$ cat config.mk
export PLATFORM = sky130hd
export DESIGN_NAME = io_input_conditioner
export DESIGN_NICKNAME = d
export VERILOG_FILES = /design/src/rtl/io_map_pkg.sv /design/src/rtl/debounce_bit.sv /design/src/rtl/io_input_conditioner.sv
export SDC_FILE = /design/constraint.sdc
export NUM_CORES = 1
export LEC_CHECK = 0
export CORE_AREA = 2 2 134 136
export CTS_CLUSTER_SIZE = 20
export DETAILED_ROUTE_END_ITERATION = 10
export DIE_AREA = 0 0 136 138
export PLACE_DENSITY = 0.75
export SYNTH_ARGS = -nofsm -noshare
export SYNTH_HDL_FRONTEND = slang
export SYNTH_SLANG_ARGS = --single-unit
export TNS_END_PERCENT = 100
$ cat constraint.sdc
create_clock -name clk -period 2.1 [get_ports clk]
set_clock_uncertainty 0.15 [all_clocks]
set_input_delay 0.42 -clock clk [delete_from_list [all_inputs] [get_ports clk]]
set_output_delay 0.42 -clock clk [all_outputs]
set_load 0.005 [all_outputs]
$ cat src/rtl/io_map_pkg.sv
// io_map_pkg: IO offsets and event-vector layout shared by the input conditioner
package io_map_pkg;
  localparam logic [2:0] IO_OFS_SW   = 3'b001;
  localparam logic [2:0] IO_OFS_BTN  = 3'b010;
  localparam logic [2:0] IO_OFS_EVT  = 3'b011;
  localparam logic [2:0] IO_OFS_MASK = 3'b100;
  localparam int EVT_WIDTH   = 21;
  localparam int EVT_BTN_LSB = 0;
  localparam int EVT_SW_LSB  = 5;
endpackage

$ cat src/rtl/debounce_bit.sv
// debounce_bit: 2-flop synchroniser, tick-sampled history and clean level for one input
module debounce_bit #(
  parameter int STABLE_SAMPLES = 4
) (
  input  logic clk,
  input  logic rst_n,
  input  logic raw_i,
  input  logic tick_i,
  output logic clean_o
);
  logic [1:0]                sync_q;
  logic [STABLE_SAMPLES-1:0] hist_q;
  logic                      clean_q, clean_d;

  // accept a new level only once the whole history agrees
  always_comb clean_d = (&hist_q) ? 1'b1 : (~|hist_q) ? 1'b0 : clean_q;

  // synchronise, sample on tick, then commit the qualified level
  always_ff @(posedge clk or negedge rst_n)
    if (!rst_n) begin
      sync_q  <= '0;
      hist_q  <= '0;
      clean_q <= 1'b0;
    end else begin
      sync_q  <= {sync_q[0], raw_i};
      if (tick_i) hist_q <= {hist_q[STABLE_SAMPLES-2:0], sync_q[1]};
      clean_q <= clean_d;
    end

  assign clean_o = clean_q;
endmodule

$ cat src/rtl/io_input_conditioner.sv
// io_input_conditioner: debounces SW/BTN, latches sticky edge events and serves IO reads.
// Optional INPUT_EVENT_IRQ_EN adds an irq output and a mask register at offset 100.
module io_input_conditioner
  import io_map_pkg::*;
#(
  parameter int TICK_DIV       = 100000,
  parameter int STABLE_SAMPLES = 4
) (
  input  logic        clk,
  input  logic        rst_n,
  input  logic [15:0] sw_raw,
  input  logic [4:0]  btn_raw,
  input  logic [31:0] io_address,
  input  logic        io_read_en,
  input  logic        io_write_en,
  input  logic [31:0] io_write_value,
  output logic [31:0] io_read_value,
`ifdef INPUT_EVENT_IRQ_EN
  output logic        irq,
`endif
  output logic [15:0] sw_clean,
  output logic [4:0]  btn_clean
);
  localparam int CW = $clog2(TICK_DIV);

  logic [CW-1:0]        cnt_q, cnt_d;
  logic                 tick;
  logic [EVT_WIDTH-1:0] raw, clean, prev_q, evt_q, evt_d, set, clr;
  logic [31:0]          rd_q, rd_d, mask_rd;
  logic [2:0]           ofs;
  logic                 unused_bits;

  assign ofs         = io_address[2:0];
  assign unused_bits = ^{io_address[31:3], io_write_value[31:EVT_WIDTH]};
  assign raw         = {sw_raw, btn_raw};

  for (genvar i = 0; i < EVT_WIDTH; i++) begin : g_db
    debounce_bit #(.STABLE_SAMPLES(STABLE_SAMPLES)) u_db (
      .clk    (clk),
      .rst_n  (rst_n),
      .raw_i  (raw[i]),
      .tick_i (tick),
      .clean_o(clean[i])
    );
  end

  assign sw_clean  = clean[EVT_SW_LSB +: 16];
  assign btn_clean = clean[EVT_BTN_LSB +: 5];

`ifdef INPUT_EVENT_IRQ_EN
  logic [EVT_WIDTH-1:0] mask_q;
  logic                 irq_q;
  assign mask_rd = {11'b0, mask_q};
  assign irq     = irq_q;

  // mask register and registered interrupt from masked sticky events
  always_ff @(posedge clk or negedge rst_n)
    if (!rst_n) begin
      mask_q <= '0;
      irq_q  <= 1'b0;
    end else begin
      if (io_write_en && ofs == IO_OFS_MASK) mask_q <= io_write_value[EVT_WIDTH-1:0];
      irq_q <= |(evt_q & mask_q);
    end
`else
  assign mask_rd = '0;
`endif

  // tick generation, event edge detect with set-over-clear, read mux
  always_comb begin
    tick  = cnt_q == CW'(TICK_DIV - 1);
    cnt_d = tick ? '0 : cnt_q + 1'b1;
    set   = {clean[EVT_SW_LSB +: 16] ^ prev_q[EVT_SW_LSB +: 16],
             clean[EVT_BTN_LSB +: 5] & ~prev_q[EVT_BTN_LSB +: 5]};
    clr   = (io_write_en && ofs == IO_OFS_EVT) ? io_write_value[EVT_WIDTH-1:0] : '0;
    evt_d = (evt_q & ~clr) | set;
    rd_d  = !io_read_en        ? '0 :
            ofs == IO_OFS_SW   ? {16'b0, sw_clean} :
            ofs == IO_OFS_BTN  ? {27'b0, btn_clean} :
            ofs == IO_OFS_EVT  ? {11'b0, evt_q} :
            ofs == IO_OFS_MASK ? mask_rd : '0;
  end

  // tick counter, previous clean levels, sticky events and read register
  always_ff @(posedge clk or negedge rst_n)
    if (!rst_n) begin
      cnt_q  <= '0;
      prev_q <= '0;
      evt_q  <= '0;
      rd_q   <= '0;
    end else begin
      cnt_q  <= cnt_d;
      prev_q <= clean;
      evt_q  <= evt_d;
      rd_q   <= rd_d;
    end

  assign io_read_value = rd_q;
endmodule
* Word level (Yosys, flattened, before mapping)
Cells that the tools add are included.
** Cells by class
- Eq/ne operators :: 25
- Reduce and logical (&&, ||, !) cells :: 43
- Bitwise operators :: 6
- Multiplexer cells :: 48
- Add/subtract/negate cells :: 1
** Operators by type and width (count)
- $mux W21 :: 5
- $reduce_and A4 Y1 :: 21
- $reduce_or A4 Y1 :: 21
- $mux W1 :: 42
- $ne A2 B1 Y1 const B :: 21
- $and A21 B21 Y21 :: 1
- $not A21 Y21 :: 1
- $or A21 B21 Y21 :: 1
- $add A17 B1 Y17 const B :: 1
- $eq A17 B17 Y1 const B :: 1
- $mux W17 :: 1
- $xor A16 B16 Y16 :: 1
- $eq A3 B2 Y1 const B :: 2
- $and A5 B5 Y5 :: 1
- $not A5 Y5 :: 1
- $eq A3 B1 Y1 const B :: 1
- $logic_and A1 B1 Y1 :: 1
** Storage, ports and cells
- Output and inout bits :: 53
- Bits in registers :: 238
- Input bits :: 89

* Longest topological paths before layout
Gate-level depths: netlist of run 1.
- Depth after elaboration :: 6
- Depth in mapped cells :: 8
- Depth with buffers taken out :: 5

* Hierarchy
From an unflattened synthesis of run 1, not the netlist that was laid out.
** Unflattened totals
- Cell total of the unflattened synthesis :: 548
- Area total of the unflattened synthesis :: 8399.3 µm²
** Modules (own cells, without submodules)
- debounce_bit :: area an instance 246.5 µm², cells each 14, instances 21, seq. area each 175.2 µm²
- io_input_conditioner :: area an instance 3223.1 µm², cells each 254, instances 1, seq. area each 2001.9 µm²

* Worst setup path after synthesis of run 1
OpenSTA, ideal clock, no wires.
- Kind :: reg-to-reg
- Start :: register cnt_q[0]
- End :: register g_db[0].u_db.hist_q[0]
- Path slack :: 0.302 ns
- Cell stages (with the launch flop) :: 9
- Clock period less this slack :: 1.798 ns
- Setup time :: 0.117 ns
- Arrival time :: 1.531 ns
- Cells stage by stage :: dfrtp_1 -> ha_1 -> and4_1 -> buf_2 -> and4_1 -> buf_2 -> buf_4 -> nand2_1 -> nand2_1
** On the way
- Word-level cells in the longest chain between the ends :: 1
** RTL lines
- start, declared :: line io_input_conditioner.sv:26 : logic [CW-1:0] cnt_q, cnt_d;
- start signal, assigned :: line io_input_conditioner.sv:92 : cnt_q <= cnt_d;
- $eq A17 B17 Y1 :: line io_input_conditioner.sv:71 : tick = cnt_q == CW'(TICK_DIV - 1);
- end signal, assigned :: line debounce_bit.sv:26 : if (tick_i) hist_q <= {hist_q[STABLE_SAMPLES-2:0], sync_q[1]};
- end, declared :: line debounce_bit.sv:12 : logic [STABLE_SAMPLES-1:0] hist_q;
No other way between the ends.
A chain may end at the register's enable or synchronous reset.

* Worst setup path in the final report of run 1
- Start :: register g_db[10].u_db.clean_q
- End :: output port sw_clean[5]
** RTL lines
- start, declared :: line debounce_bit.sv:13 : logic clean_q, clean_d;
- start signal, assigned :: line debounce_bit.sv:27 : clean_q <= clean_d;
- end, declared :: line io_input_conditioner.sv:21 : output logic [15:0] sw_clean,
No word-level cell between the ends.

==> results.py, run 1 <==
metrics = {
    "yosys": {
        "ys_ff_latch": 227,
        "yosysTopAreaCell": "dfrtp_1",
        "synthesis.area_um2": 8520,
        "syn_avg_cell_area_um2": 11.0,
        "synth_top_area_share": 0.667,
        "synth_cell_types": 34,
        "synthTopCellsByArea": "dfrtp_1 67%, nand2_1 12%, buf_4 3.6%",
        "yosysSeqAreaShare": 0.667,
        "yosysWarnings": 0,
        "syn_inst": 778,
    },
    "clock_network": {
        "cts_max_path_buffers": 3,
        "cts_made_buffers": 24,
        "cts.clk_slew.worst_paths_ps": 60,
        "clockRootBuffer": "clkbuf_16",
        "htreeDepth": 1,
        "cts_tree": "built",
        "clk-insertion-delay-late_ps": 500,
        "clock_sinks": 227,
    },
    "die": {
        "die_w_um": 136,
        "initial_utilization": 0.486,
        "die_height_um": 138,
        "dieArea_um2": 18800,
        "coreArea_um2": 17500,
        "rows": 49,
        "design.portCount": 142,
    },
    "worst_hold_path": {
        "hold_path_depth": 0,
        "hold_path_class": "register to register",
        "hold_end": "g_db[10].u_db.sync_q[1]",
        "min-delay-start": "g_db[10].u_db.sync_q[0]",
    },
    "grt": {
        "antenna_found_initial": 0,
        "grt_overflow": 0,
        "grt_max_degree": 59,
        "track_usage": 0.179,
        "grt_first_pass_wirelength_mm": 27.2,
        "grt_pass1_vias": 5381,
    },
    "sta": {
        "hold_viol_final": 0,
        "report.final.slew_viol_count": 0,
        "setup_tns_ps": 0,
        "max_freq_ghz": 0.488,
        "period_minus_slack_ps": 2050,
        "hold-worst-slack_ps": 197,
        "rsz0062_at_grt": "no",
        "setup_violations": 0,
        "period_share": 0.975,
    },
    "setup_path": {
        "r2r_end": "g_db[12].u_db.hist_q[2]",
        "r2r_slack_ps": 130,
        "worstPathMaxFanout": 6,
        "critPathSlowestCell": "clkdlybuf4s50_1",
        "reg2regPathDepth": 6,
        "worstSetupPathType": "register to primary output",
        "critPathRequiredTime_ps": 1530,
        "cp_num_buf_inv": 1,
        "endpoint_kind": "primary output",
        "slowest_delay_ps": 550,
        "critPathLaunchType": "register",
        "crit_arrival_ps": 1480,
        "crit_chain": "clkdlybuf4s50_1",
        "crit_family": "buffers and inverters",
        "rr_startpoint": "cnt_q[0]",
    },
    "run": {
        "maxCapViolCount": 0,
    },
    "pwr": {
        "powerDensity_nw_per_um2": 828,
        "total_power_w": 0.00867,
        "clkPwrFrac": 0.462,
        "switchingPower_w": 0.00173,
        "p_seq_frac": 0.510,
        "pwr-share-comb": 0.027,
        "p_sw_frac": 0.200,
        "p_int_w": 0.00694,
        "peakVddDrop_v": 0.000511,
        "leakagePower_nw": 5.38,
    },
    "routing": {
        "drc": 0,
        "top_layer": "met4",
        "drtAntennaViolNets": 0,
        "wl_met2_mm": 7.88,
        "route.met3.wl_um": 761,
        "routed_wl_mm": 16.3,
        "first_pass_iters": 7,
        "detail_route.vias_per_cell": 4.96,
        "drt_iter0_drc": 351,
        "drt-met1-wl_mm": 7.37,
        "vias": 5547,
        "routedWlPerCell_um": 14.5,
    },
    "finish": {
        "fin_nets": 964,
        "mostFrequentLayoutCells": "280 x nand2_1, 207 x dfrtp_1, 88 x clkdlybuf4s50_1",
        "drive_gt1_frac": 0.108,
        "fin_util": 0.598,
        "diodes": 0,
        "fillers": 1431,
        "final-seq-area_um2": 5710,
        "syn_to_final_growth_pct": 23.0,
        "multi_input_area_um2": 2480,
        "final_cell_area_um2": 10500,
        "layout_commonest_cell": "nand2_1",
    },
    "placed_design": {
        "dpl.hpwl_mm": 10.3,
        "io_buffers": 90,
        "placed_cell_area_um2": 9620,
        "gp_congestion": 0.781,
    },
    "status": {
        "outcome": "finished, final reports clean",
    },
}
[metal layers]
metal / track usage / up-vias
met3: 0.0319 / 28
li1: - / 2684
met2: 0.292 / 109
met1: 0.254 / 2726
met4: 0.0400 / 0
met5: 0 / -
[sequential cells by signal, indices dropped and copies added, names as in the netlist]
register	count
evt_q	21
g_db.u_db.sync_q	42
g_db.u_db.clean_o	21
prev_q	21
cnt_q	17
io_read_value	21
g_db.u_db.hist_q	84
[per-stage QoR]
step / cells / worst slack [ps]
finish: 1119 / 51.5
global route: 1119 / 4.72
CTS: 1112 / 7.06
detailed placement: 1069 / 15.5
global placement: 1069 / 40.2
floorplan: 788 / 302
[synth_stat cells]
master and number:
buf_2 10, nand4_1 6, a21o_1 16, xnor2_2 1, or3_1 21, nand2_1 280, nand3_1 5, nor4_1 2
nand2b_1 1, nor2_1 37, mux2_2 5, nor3_1 2, and4bb_2 2, ha_1 1, a31oi_1 21, buf_4 41
xor2_1 20, nor4b_1 1, clkbuf_1 6, and2_1 6, and4_4 1, a21oi_1 21, conb_1 1, or4_4 1
nor3b_1 2, a22oi_1 5, inv_1 6, mux2i_1 1, a22o_1 16, xnor2_1 9, nor2b_1 1, dfrtp_1 227
nand2_2 1, and4_1 2
[power by group through the flow]
stage / combinational, W / sequential, W / clock, W
after floorplan: 0.0000371 / 0.00450 / 0
after global placement: 0.000244 / 0.00450 / 0
after detailed placement: 0.000244 / 0.00451 / 0
after CTS: 0.000247 / 0.00443 / 0.00411
after global routing: 0.000270 / 0.00443 / 0.00433
final: 0.000238 / 0.00443 / 0.00401
[cell type report]
type,count,share of cell area
inverter,6,0.00215
clock buffer,38,0.0710
clock inverter,4,0.00227
tap,229,0.0273
multi-input combinational,498,0.237
timing repair buffer,117,0.116
sequential,227,0.544
[how the worst max path moves through the flow]
stage | startpoint | endpoint | slack, ps | cells past startpoint
after floorplan | cnt_q[0] | g_db[0].u_db.hist_q[0] | 300 | 8
after global placement | io_address[1] | evt_q[2] | 40 | 6
after detailed placement | io_address[1] | evt_q[0] | 20 | 6
after CTS | g_db[1].u_db.clean_o | btn_clean[1] | 7 | 1
after global routing | g_db[16].u_db.clean_o | sw_clean[11] | 5 | 1
final | g_db[10].u_db.clean_o | sw_clean[5] | 50 | 1
[logic make-up (layout without fill, tap and decap cells)]
logic type,Yosys count,in the layout,share of synthesized area
and+or+nand+nor,371,371,0.182
DFF,227,227,0.667
AOI/OAI and AO/OA,79,79,0.0627
buffers and inverters,63,165,0.0473
xor gates and xnor gates,30,30,0.0317
muxes,6,6,0.00778
adders and majority gates,1,1,0.00147
other,1,11,0.000440
[repair_timing]
item,4_1_cts,5_1_grt
gates resized for setup,16,6
hold buffers,1,0
buffers inserted,0,7
setup endpoints to repair,15,12
hold endpoints to repair,51,0
cloned,0,0
(Power assumes the default switching activity.)
==> run 2, diff against run 1 <==
- CORE_AREA: 2 2 134 136 -> 4 4 135 137
- DIE_AREA: 0 0 136 138 -> 0 0 139 141
- SKIP_CTS_REPAIR_TIMING: default -> 1
- SYNTH_HIERARCHICAL: default -> 1
==> run 2 against run 1 <==
First-iteration DRC count is 40% lower. Clock power is 8.0% higher. Utilization is 2.1 points higher. Synthesized cell count is 30% lower. Setup slack worse by 1.9 ps. Largest power group unchanged. Sequential power hardly changed. Die area is 4.4% higher. Sequential share of layout area is 0.43 points lower. Register-to-register slack worse by 70 ps.
==> results.py, run 2 <==
metrics = {
    "sta": {
        "setup_tns_ps": 0,
        "slew_headroom": 0.508,
        "period_minus_slack_ps": 2050,
        "max_freq_ghz": 0.488,
        "period_share": 0.976,
        "hold_viol_final": 0,
        "setup_ws_ps": 49.6,
        "tightest_slew_ps": 738,
        "report.final.slew_viol_count": 0,
        "rsz0062_at_grt": "yes",
        "setup_violations": 0,
    },
    "pwr": {
        "pwr-share-comb": 0.026,
        "p_int_w": 0.00725,
        "p_seq_frac": 0.492,
        "peakVddDrop_v": 0.000602,
        "switchingPower_w": 0.00174,
        "powerDensity_nw_per_um2": 851,
        "leakagePower_nw": 5.46,
        "p_sw_frac": 0.193,
        "clkPwrFrac": 0.482,
    },
    "placed_design": {
        "gp_congestion": 0.786,
        "post-place-ws_ps": -16.9,
        "io_buffers": 90,
        "dpl.hpwl_mm": 10.1,
    },
    "setup_path": {
        "crit_arrival_ps": 1480,
        "crit_family": "buffers and inverters",
        "worstSetupPathType": "register to primary output",
        "critPathRequiredTime_ps": 1530,
        "critPathLaunchType": "register",
        "critPathSlowestCell": "clkdlybuf4s50_1",
        "endpoint_kind": "primary output",
        "r2r_slack_ps": 60,
        "cp_num_buf_inv": 1,
        "worstPathMaxFanout": 5,
        "crit_chain": "clkdlybuf4s50_1",
        "slowest_delay_ps": 540,
    },
    "yosys": {
        "syn_inst": 548,
        "synthTopCellsByArea": "dfrtp_1 68%, mux2_1 11%, o41ai_2 4.1%",
        "synth_most_common_cell": "dfrtp_1",
        "synth-edff-count": 0,
        "synthSimpleGateAreaFrac": 0.0755,
        "synth_mux_area_frac": 0.121,
        "yosysWarnings": 6,
        "synth_compound_area_frac": 0.0761,
        "synth_top_area_share": 0.676,
        "synth_top_family_by_area": "multiplexers",
        "synthesis.area_um2": 8400,
        "synth_cell_types": 36,
        "synthAdderAreaFrac": 0.00149,
        "yosysTopAreaCell": "dfrtp_1",
        "syn_avg_cell_area_um2": 15.3,
        "async_flop_share": 1.00,
        "netlist_top_cells_count": "227 x dfrtp_1, 84 x mux2_1, 46 x nand2_1, 28 x nand4_1, 25 x xor2_1",
        "yosysSeqAreaShare": 0.676,
        "synth_ff_type": "dfrtp_1",
        "ys_ff_latch": 227,
        "synth_xor_area_frac": 0.0313,
    },
    "die": {
        "initial_utilization": 0.492,
        "dieArea_um2": 19600,
        "die_w_um": 139,
        "design.portCount": 142,
        "rows": 48,
        "coreArea_um2": 17100,
        "die_height_um": 141,
    },
    "routing": {
        "top_layer": "met4",
        "wl_met2_mm": 7.58,
        "drt-met1-wl_mm": 6.38,
        "drtAntennaViolNets": 0,
        "first_pass_iters": 4,
        "drc": 0,
        "route.met3.wl_um": 668,
        "routedWlPerCell_um": 16.4,
        "detail_route.vias_per_cell": 5.22,
        "routed_wl_mm": 15.0,
        "vias": 4769,
        "drt_iter0_drc": 210,
    },
    "grt": {
        "grt_max_degree": 52,
        "grt_overflow": 0,
        "track_usage": 0.154,
        "grt_pass1_vias": 5066,
        "grt_first_pass_wirelength_mm": 25.3,
        "antenna_found_initial": 0,
    },
    "finish": {
        "layout_commonest_cell": "dfrtp_1",
        "reg_top3": "g_db.u_db/hist_q (84), g_db.u_db/sync_q (42)",
        "fin_nets": 763,
        "drive_gt1_frac": 0.160,
        "fin_util": 0.619,
        "syn_to_final_growth_pct": 25.6,
        "diodes": 0,
        "largest_reg_flops": 84,
        "mostFrequentLayoutCells": "211 x dfrtp_1, 89 x clkdlybuf4s50_1, 84 x mux2_1",
        "regMostFlops": "g_db.u_db/hist_q",
    },
    "clock_network": {
        "clockRootBuffer": "clkbuf_16",
        "clock_sinks": 227,
        "htreeDepth": 1,
        "cts.clk_slew.worst_paths_ps": 60,
        "cts_tree": "built",
        "cts_max_path_buffers": 3,
        "cts_made_buffers": 23,
        "clk-insertion-delay-late_ps": 490,
    },
    "status": {
        "outcome": "finished, final reports clean",
    },
    "run": {
        "maxCapViolCount": 0,
    },
    "worst_hold_path": {
        "hold_path_class": "register to register",
    },
}
-- run 2: stage by stage --
step / cells / total power, W / instance area, µm² / hold WS [ps]
CTS: 913 / 0.00911 / 10500 / -336
global route: 914 / 0.00935 / 10600 / 191
global placement: 872 / 0.00474 / 9700 / 178
floorplan: 558 / 0.00454 / 8440 / -25.6
detailed placement: 872 / 0.00474 / 9700 / 184
finish: 914 / 0.00899 / 10600 / 192
-- run 2: layer usage --
metal  global-route usage  up-vias
met5                    0        -
met4               0.0489        0
met3               0.0343       32
met2                0.259       99
met1                0.203     2436
li1                     -     2202
-- run 2: kinds of logic (layout without fill, tap and decap cells) --
kind of cell	after synthesis	in the layout
DFF	227	227
adders and majority gates	1	1
xor gates and xnor gates	30	30
and+or+nand+nor	118	118
AOI/OAI and AO/OA	58	58
muxes	90	90
buffers and inverters	23	154
other	1	11
-- run 2: area by class of cell --
cell class                      instances  area [µm²]
Inverter                                5        18.8
Clock inverter                         15         206
Fill cell                            1259        6500
Tap cell                              225         282
Timing Repair Buffer                  108        1120
Multi-Input combinational cell        308        2610
Clock buffer                           26         617
Sequential cell                       227        5700
-- run 2: power groups by stage --
stage	clock (W)	sequential (W)	combinational (W)
floorplan	0	0.00450	0.0000412
global placement	0	0.00450	0.000234
detailed placement	0	0.00451	0.000239
CTS	0.00445	0.00442	0.000240
global route	0.00466	0.00442	0.000264
finish	0.00433	0.00442	0.000235
-- run 2: worst paths after layout --
| kind | from | to | cells past startpoint |
|---|---|---|---|
| max | g_db[16].u_db/clean_o | sw_clean[11] | 1 |
| min | g_db[9].u_db/sync_q[0] | g_db[9].u_db/sync_q[1] | 0 |
| max reg2reg | cnt_q[0] | g_db[8].u_db/hist_q[1] | 5 |
| min reg2reg | g_db[9].u_db/sync_q[0] | g_db[9].u_db/sync_q[1] | 0 |
| max in group asynchronous | rst_n | g_db[19].u_db/clean_o | 3 |
| min in group asynchronous | rst_n | g_db[18].u_db/hist_q[0] | 2 |
==> run 3, diff against run 2 <==
- CORE_AREA: 4 4 135 137 -> 4 4 189 191
- DIE_AREA: 0 0 139 141 -> 0 0 193 195
- PLACE_DENSITY: 0.75 -> default
- clock period: 2.1 -> 2.4 ns (I/O delays scaled with it)
==> run 3 against run 2 <==
Clock-buffer cell count grew 11. Clock power shrank 9.5%. Sequential cell count is the same. Design area grew 2.8%. Largest power group is now the clock network. Wire length grew 8.8%. Critical path depth is the same. Total power shrank 11%. Final cell count grew 25%. Utilization shrank 30 points.
==> results.py, run 3 (synthesis gave the netlist of run 2 again) <==
metrics = {
    "setup_path": {
        "crit_arrival_ps": 1620,
        "slowest_delay_ps": 570,
        "critPathRequiredTime_ps": 1770,
        "critPathSlowestCell": "clkdlybuf4s50_1",
        "crit_chain": "clkdlybuf4s50_1",
        "worstSetupPathType": "register to primary output",
        "endpoint_kind": "primary output",
        "cp_num_buf_inv": 1,
        "critPathLaunchType": "register",
        "worstPathMaxFanout": 5,
        "crit_family": "buffers and inverters",
    },
    "sta": {
        "setup_tns_ps": 0,
        "slew_headroom": 0.393,
        "hold_viol_final": 0,
        "period_share": 0.937,
        "period_minus_slack_ps": 2250,
        "report.final.slew_viol_count": 0,
        "setup_violations": 0,
        "rsz0062_at_grt": "no",
        "hold-worst-slack_ps": 195,
        "max_freq_ghz": 0.445,
        "tightest_slew_ps": 910,
    },
    "finish": {
        "diodes": 0,
        "largest_reg_flops": 84,
        "mostFrequentLayoutCells": "227 x dfrtp_1, 89 x clkdlybuf4s50_1, 84 x mux2_1",
        "fin_nets": 764,
        "regMostFlops": "g_db.u_db/hist_q",
        "layout_commonest_cell": "dfrtp_1",
        "stdcell_count": 1147,
        "drive_gt1_frac": 0.129,
        "reg_top3": "g_db.u_db/hist_q (84), g_db.u_db/sync_q (42)",
        "syn_to_final_growth_pct": 29.1,
    },
    "die": {
        "initial_utilization": 0.246,
        "dieArea_um2": 37600,
        "coreArea_um2": 34100,
        "die_height_um": 195,
        "rows": 68,
        "die_w_um": 193,
        "design.portCount": 142,
    },
    "run": {
        "maxCapViolCount": 0,
    },
    "status": {
        "outcome": "finished, final reports clean",
    },
    "clock_network": {
        "cts_max_path_buffers": 3,
        "clock_sinks": 227,
        "htreeDepth": 1,
        "clk-insertion-delay-late_ps": 540,
        "clockRootBuffer": "clkbuf_16",
        "cts_tree": "built",
        "cts.clk_slew.worst_paths_ps": 60,
        "cts_made_buffers": 27,
    },
    "routing": {
        "drt_iter0_drc": 220,
        "first_pass_iters": 4,
        "drtAntennaViolNets": 0,
        "vias": 4684,
        "routed_wl_mm": 16.4,
        "drc": 0,
        "detail_route.vias_per_cell": 4.08,
        "routedWlPerCell_um": 14.3,
    },
    "grt": {
        "antenna_found_initial": 0,
        "grt_overflow": 0,
        "grt_first_pass_wirelength_mm": 26.9,
        "track_usage": 0.0877,
        "grt_max_degree": 59,
        "grt_pass1_vias": 4839,
    },
    "placed_design": {
        "io_buffers": 90,
        "dpl.cell_count": 1099,
        "dpl.hpwl_mm": 10.6,
        "gp_congestion": 0.718,
    },
    "pwr": {
        "leakagePower_nw": 5.46,
        "powerDensity_nw_per_um2": 739,
        "peakVddDrop_v": 0.000429,
    },
    "worst_hold_path": {
        "hold_path_class": "register to register",
    },
}
[run 3: area by class of cell]
class | count | area (µm²)
Fill cell | 3374 | 23300
Sequential cell | 227 | 5680
Multi-Input combinational cell | 308 | 2610
Timing Repair Buffer | 105 | 1110
Clock buffer | 37 | 733
Tap cell | 455 | 569
Clock inverter | 10 | 123
Inverter | 5 | 18.8
[run 3: report_power, final]
group | internal [W] | switching (W) | leakage [nW] | total (W)
clock network | 0.00235 | 0.00157 | 0.411 | 0.00392
registers | 0.00386 | 0.00000826 | 3.06 | 0.00387
logic | 0.0000957 | 0.000117 | 1.99 | 0.000213
[run 3: worst paths after layout]
kind | start | endpoint | slack [ps] | cells past startpoint
worst max-delay path | g_db[10].u_db/clean_o | sw_clean[5] | 150 | 1
worst min-delay path | g_db[20].u_db/sync_q[0] | g_db[20].u_db/sync_q[1] | 200 | 0
worst max register to register | cnt_q[0] | g_db[9].u_db/hist_q[3] | 270 | 5
worst min register to register | g_db[20].u_db/sync_q[0] | g_db[20].u_db/sync_q[1] | 200 | 0
max in group asynchronous | rst_n | g_db[16].u_db/hist_q[0] | 1040 | 3
min in group asynchronous | rst_n | g_db[12].u_db/hist_q[1] | 320 | 2
[run 3: through the flow]
| step | util | total power (W) | cell area [µm²] | setup slack (ps) |
|---|---|---|---|---|
| floorplan | - | 0.00398 | 8440 | 78.2 |
| global placement | 0.292 | 0.00416 | 9980 | 108 |
| detailed placement | 0.292 | 0.00416 | 9980 | 84.4 |
| CTS | 0.318 | 0.00820 | 10800 | 68.8 |
| global route | 0.318 | 0.00839 | 10800 | 47.9 |
| finish | 0.318 | 0.00801 | 10800 | 152 |
[run 3: metal layers]
metal / share of wire / GRT usage / vias to the layer above
met5: 0 / 0 / -
met4: 0.017 / 0.0210 / 0
met3: 0.058 / 0.0232 / 24
met2: 0.45 / 0.134 / 92
met1: 0.47 / 0.125 / 2356
li1: - / - / 2212
